### config.mk
export PLATFORM = sky130hd
export DESIGN_NAME = alu_writeback_stage
export DESIGN_NICKNAME = d
export VERILOG_FILES = /design/src/rtl/alu_pkg.sv /design/src/rtl/wb_skid_buffer.sv /design/src/rtl/alu_writeback_stage.sv
export SDC_FILE = /design/constraint.sdc
export NUM_CORES = 1
export LEC_CHECK = 0
export CAP_MARGIN = 30
export CORE_AREA = 2 2 43 45
export CTS_CLUSTER_DIAMETER = 60
export CTS_CLUSTER_SIZE = 14
export DETAILED_ROUTE_END_ITERATION = 7
export DIE_AREA = 0 0 45 47
export GPL_ROUTABILITY_DRIVEN = 0
export PLACE_DENSITY = 0.73
export SLEW_MARGIN = 20
export SYNTH_ARGS = -nofsm -noshare
export SYNTH_HDL_FRONTEND = slang
export SYNTH_SLANG_ARGS = --single-unit
### constraint.sdc
create_clock -name clk -period 1.9 [get_ports clk]
set_clock_uncertainty 0.2 [all_clocks]
set_input_delay 0.19 -clock clk [delete_from_list [all_inputs] [get_ports clk]]
set_output_delay 0.19 -clock clk [all_outputs]
set_load 0.1 [all_outputs]
### src/rtl/alu_pkg.sv
// Shared ALU definitions: result width, flag layout, condition codes and their evaluation.
package alu_pkg;

    localparam int ALU_DATA_W = 6;

    typedef struct packed {
        logic cf;
        logic sf;
        logic zf;
    } flags_t;

    typedef enum logic [2:0] {
        COND_ALWAYS = 3'b000,
        COND_Z      = 3'b001,
        COND_NZ     = 3'b010,
        COND_C      = 3'b011,
        COND_NC     = 3'b100,
        COND_S      = 3'b101,
        COND_NS     = 3'b110,
        COND_NEVER  = 3'b111
    } cond_e;

    function automatic logic eval_cond(input flags_t f, input cond_e c);
        logic res;
        res = 1'b0;
        case (c)
            COND_ALWAYS: res = 1'b1;
            COND_Z:      res = f.zf;
            COND_NZ:     res = !f.zf;
            COND_C:      res = f.cf;
            COND_NC:     res = !f.cf;
            COND_S:      res = f.sf;
            COND_NS:     res = !f.sf;
            COND_NEVER:  res = 1'b0;
            default:     res = 1'b0;
        endcase
        return res;
    endfunction

endpackage

### src/rtl/wb_skid_buffer.sv
// Generic payload buffer: 2-entry skid with registered in_ready when ALU_WB_SKID_BUFFER_EN
// is defined, otherwise a single slot whose in_ready follows out_ready combinationally.
module wb_skid_buffer #(
    parameter int W = 8
) (
    input  logic         clk,
    input  logic         rst,
    input  logic         flush,
    input  logic         in_valid,
    output logic         in_ready,
    input  logic [W-1:0] in_data,
    output logic         out_valid,
    input  logic         out_ready,
    output logic [W-1:0] out_data
);

    logic         main_valid_q, main_valid_d;
    logic [W-1:0] main_data_q, main_data_d;
    logic         accept;
    logic         transfer;

`ifdef ALU_WB_SKID_BUFFER_EN
    logic         skid_valid_q, skid_valid_d;
    logic [W-1:0] skid_data_q, skid_data_d;
    logic         in_ready_q, in_ready_d;

    assign in_ready = in_ready_q;
    assign accept   = in_valid & in_ready_q & !flush;
    assign transfer = main_valid_q & out_ready;

    always_comb begin
        main_valid_d = main_valid_q;
        main_data_d  = main_data_q;
        skid_valid_d = skid_valid_q;
        skid_data_d  = skid_data_q;
        if (transfer) begin
            main_valid_d = skid_valid_q;
            skid_valid_d = 1'b0;
            if (skid_valid_q) begin
                main_data_d = skid_data_q;
            end
        end
        // accept implies skid empty, so a draining main slot is free for the new entry
        if (accept) begin
            if (main_valid_q && !transfer) begin
                skid_valid_d = 1'b1;
                skid_data_d  = in_data;
            end else begin
                main_valid_d = 1'b1;
                main_data_d  = in_data;
            end
        end
        if (flush) begin
            main_valid_d = 1'b0;
            skid_valid_d = 1'b0;
        end
        in_ready_d = !skid_valid_d;
    end

    always_ff @(posedge clk or posedge rst) begin
        if (rst) begin
            main_valid_q <= 1'b0;
            main_data_q  <= '0;
            skid_valid_q <= 1'b0;
            skid_data_q  <= '0;
            in_ready_q   <= 1'b1;
        end else begin
            main_valid_q <= main_valid_d;
            main_data_q  <= main_data_d;
            skid_valid_q <= skid_valid_d;
            skid_data_q  <= skid_data_d;
            in_ready_q   <= in_ready_d;
        end
    end
`else
    assign in_ready = !main_valid_q | out_ready;
    assign accept   = in_valid & in_ready & !flush;
    assign transfer = main_valid_q & out_ready;

    always_comb begin
        main_valid_d = main_valid_q;
        main_data_d  = main_data_q;
        if (transfer) begin
            main_valid_d = 1'b0;
        end
        if (accept) begin
            main_valid_d = 1'b1;
            main_data_d  = in_data;
        end
        if (flush) begin
            main_valid_d = 1'b0;
        end
    end

    always_ff @(posedge clk or posedge rst) begin
        if (rst) begin
            main_valid_q <= 1'b0;
            main_data_q  <= '0;
        end else begin
            main_valid_q <= main_valid_d;
            main_data_q  <= main_data_d;
        end
    end
`endif

    assign out_valid = main_valid_q;
    assign out_data  = main_data_q;

endmodule

### src/rtl/alu_writeback_stage.sv
// ALU writeback stage: buffers {r, rd} toward the register file and holds the flags register.
// Buffer depth selected by ALU_WB_SKID_BUFFER_EN (defined: 2-entry skid, undefined: single slot).
module alu_writeback_stage
    import alu_pkg::*;
#(
    parameter int DATA_W     = ALU_DATA_W,
    parameter int REG_ADDR_W = 2
) (
    input  logic                  clk,
    input  logic                  rst,
    input  logic                  in_valid,
    output logic                  in_ready,
    input  logic [DATA_W-1:0]     in_r,
    input  logic                  in_cf,
    input  logic                  in_sf,
    input  logic                  in_zf,
    input  logic [REG_ADDR_W-1:0] in_rd,
    input  logic                  in_flags_we,
    input  logic                  flush,
    output logic                  out_valid,
    input  logic                  out_ready,
    output logic [DATA_W-1:0]     out_r,
    output logic [REG_ADDR_W-1:0] out_rd,
    output logic [2:0]            flags,
    input  logic [2:0]            cond,
    output logic                  cond_true
);

    localparam int PAY_W = DATA_W + REG_ADDR_W;

    logic [PAY_W-1:0] in_payload;
    logic [PAY_W-1:0] out_payload;
    logic             accept;
    flags_t           flags_q, flags_d;

    assign in_payload = {in_r, in_rd};

    wb_skid_buffer #(
        .W(PAY_W)
    ) u_buf (
        .clk      (clk),
        .rst      (rst),
        .flush    (flush),
        .in_valid (in_valid),
        .in_ready (in_ready),
        .in_data  (in_payload),
        .out_valid(out_valid),
        .out_ready(out_ready),
        .out_data (out_payload)
    );

    assign out_r  = out_payload[REG_ADDR_W +: DATA_W];
    assign out_rd = out_payload[REG_ADDR_W-1:0];

    // Flags follow the accept, not the drain, so back-pressure never delays them
    assign accept = in_valid & in_ready & !flush;

    always_comb begin
        flags_d = flags_q;
        if (accept && in_flags_we) begin
            flags_d = '{cf: in_cf, sf: in_sf, zf: in_zf};
        end
    end

    always_ff @(posedge clk or posedge rst) begin
        if (rst) begin
            flags_q <= '0;
        end else begin
            flags_q <= flags_d;
        end
    end

    assign flags     = flags_q;
    assign cond_true = eval_cond(flags_q, cond_e'(cond));

endmodule

==> results_dict.tcl <==
set metrics [dict create \
    grt_use_total_pct 13.3 \
    n_antenna_cell 0 \
    ant_nets 0 \
    die-width_um 45 \
    path_max_fanout 2 \
    arrival_ns 1.57 \
    start_util_pct 32.5 \
    nFillCells 136 \
    h-tree-depth 1 \
    port_buffers 33 \
    drive_gt1_share_pct 48.7 \
    place_hpwl_um 929 \
    avgSynthCellArea_sq_um 14.1 \
    pwr_density_cell_nw_per_um2 1150 \
    fin_tns_setup_ns -0.0553 \
    fmax_mhz 511 \
    drv_cap 0 \
    dr.pass1.iters 1 \
    worst_slack_ns -0.0553 \
    clkTransAtPathRegs_ns 0.07 \
    synth_nets 58 \
    setup_viol 1 \
    grt_pass1_vias 512 \
    status "finished with violations" \
    antenna_found_initial 0 \
    power.total_mw 1.17 \
    cts.sinks 12 \
    worst_pin_slew_ns 0.450 \
    ys_types 14 \
    synth_cells 38 \
    failed_checks "setup timing" \
    drv_slew 0 \
    peakVddDrop_mv 0.819 \
    syn_to_final_growth_pct 89.7 \
    worst_slew_margin_rel_pct 69.9 \
    cts_tree "done" \
    wire_per_inst_um 11.8 \
    cts_resized 0 \
    clockRootBuffer "clkbuf_4" \
    p_leak_nw 0.434 \
    final_area_sq_um 1020 \
    final_common_cell "clkdlybuf4s50_1" \
    hp-class "input pin to async pin" \
    rsz0062_at_grt "true" \
    insertion_delay_ns 0.26 \
    multi_input_area_sq_um 233 \
    die_h_um 47 \
    start_kind "flip-flop" \
    rows 15 \
    most-common-layout-cells "19 x clkdlybuf4s50_1, 10 x mux2_2, 10 x buf_4" \
    cts_buffer_depth 2 \
    wirelength_um 1120 \
    drt_iter0_markers 0 \
    finalHoldViolations 0 \
    fin_nets 99 \
    regArea_sq_um 312 \
    ys_seq_area_share_pct 55.9 \
    crit_type "flip-flop to output pin" \
    viasPerCell 4.96 \
    io_pins 34 \
    grt_pass1_wl_um 2060 \
    timing.final.crit_period_ns 1.96 \
    grt_max_degree 13 \
    postPlaceCellArea_sq_um 975 \
    num_vias 471 \
    cp.required_ns 1.51 \
    core_area_sq_um 1650 \
    cts_hold_buf 0 \
    endpoint_kind "output pin" \
    yosysWarnings 0 \
    die_area_sq_um 2120 \
    period_share_pct 103 \
    route.detailed.drc 0 \
    cts_buffers 3 \
    ys_ff_latch 12 \
    syn_area_sq_um 537 \
    grt_overflow_total 0 \
]
final timing paths:
path | slack, ns | end | depth (start not counted) | from
worst max-delay path | -0.06 | cond_true | 3 | flags[1]
worst min-delay path | 0.03 | u_buf.out_data[6] | 2 | rst
worst max register to register | 0.25 | u_buf.out_data[3] | 4 | u_buf.out_valid
worst min register to register | 0.31 | u_buf.out_data[1] | 1 | u_buf.out_data[1]
max in group asynchronous | 1.13 | u_buf.out_valid | 2 | rst
min in group clk | 0.31 | u_buf.out_data[1] | 1 | u_buf.out_data[1]
layout make-up:
cell class	count	area share (%)
inverters	2	1.11
flip-flops and latches	12	30.6
repair buffers	36	39.8
well taps	17	2.09
multi-input cells	24	22.9
clock buffers	4	3.56
worst max-delay path, stage by stage, from the launching register on:
cell and delay [ns]:
dfrtp_4 0.47, or4bb_1 0.47, o211ai_1 0.15, buf_12 0.22
metal layers:
metal | track usage [%] | vias to the layer above | wire [um]
met3 | 2.31 | 0 | 77
met2 | 23.4 | 22 | 573
li1 | - | 219 | -
met5 | 0 | - | 0
met1 | 16.2 | 230 | 472
met4 | 5.29 | 0 | 0
report_power, final:
part           leakage, nW  internal [mW]  switching [mW]
clock               0.0210          0.116          0.0779
combinational        0.274          0.207           0.432
sequential           0.139          0.306          0.0330
total                0.434          0.629           0.543
stage by stage:
step / worst slack [ns] / cells / hold slack (ns) / utilization, %
global route: -0.101 / 95 / 0.0949 / 61.7
detailed placement: -0.0510 / 90 / 0.301 / 59.0
global placement: -0.0106 / 90 / 0.293 / 59.0
CTS: -0.0669 / 95 / 0.0397 / 61.7
floorplan: -0.772 / 38 / -0.145 / -
finish: -0.0553 / 95 / 0.0264 / 61.7
cells in the mapped netlist, drive strengths merged:
library cell | n | share of area (%)
dfrtp | 12 | 56
mux2 | 11 | 23
nor2 | 3 | 2.1
inv | 2 | 1.4
nor2b | 2 | 3.7
a21boi | 1 | 1.4
a221o | 1 | 1.9
a31oi | 1 | 1.2
nand2 | 1 | 0.70
nand4b | 1 | 1.6
nor3b | 1 | 3.5
o211ai | 1 | 1.4
or4bb | 1 | 2.1
registers in the layout, indices dropped and copies added, names as in the netlist:
| signal | count |
|---|---|
| u_buf.out_data | 8 |
| u_buf.out_valid | 1 |
| flags | 3 |
cells by family after synthesis:
logic type             Yosys count  share of synthesized area, %
muxes                           11                          23.1
AOI/OAI and AO/OA                4                          5.83
buffers and inverters            2                          1.40
and+or+nand+nor                  9                          13.8
DFF                             12                          55.9
what timing repair did:
item                       in CTS  in global routing
setup endpoints to repair       1                  1
pin swaps                       2                  0
buffers inserted                1                  0
Power figures use the tool's default switching activity.
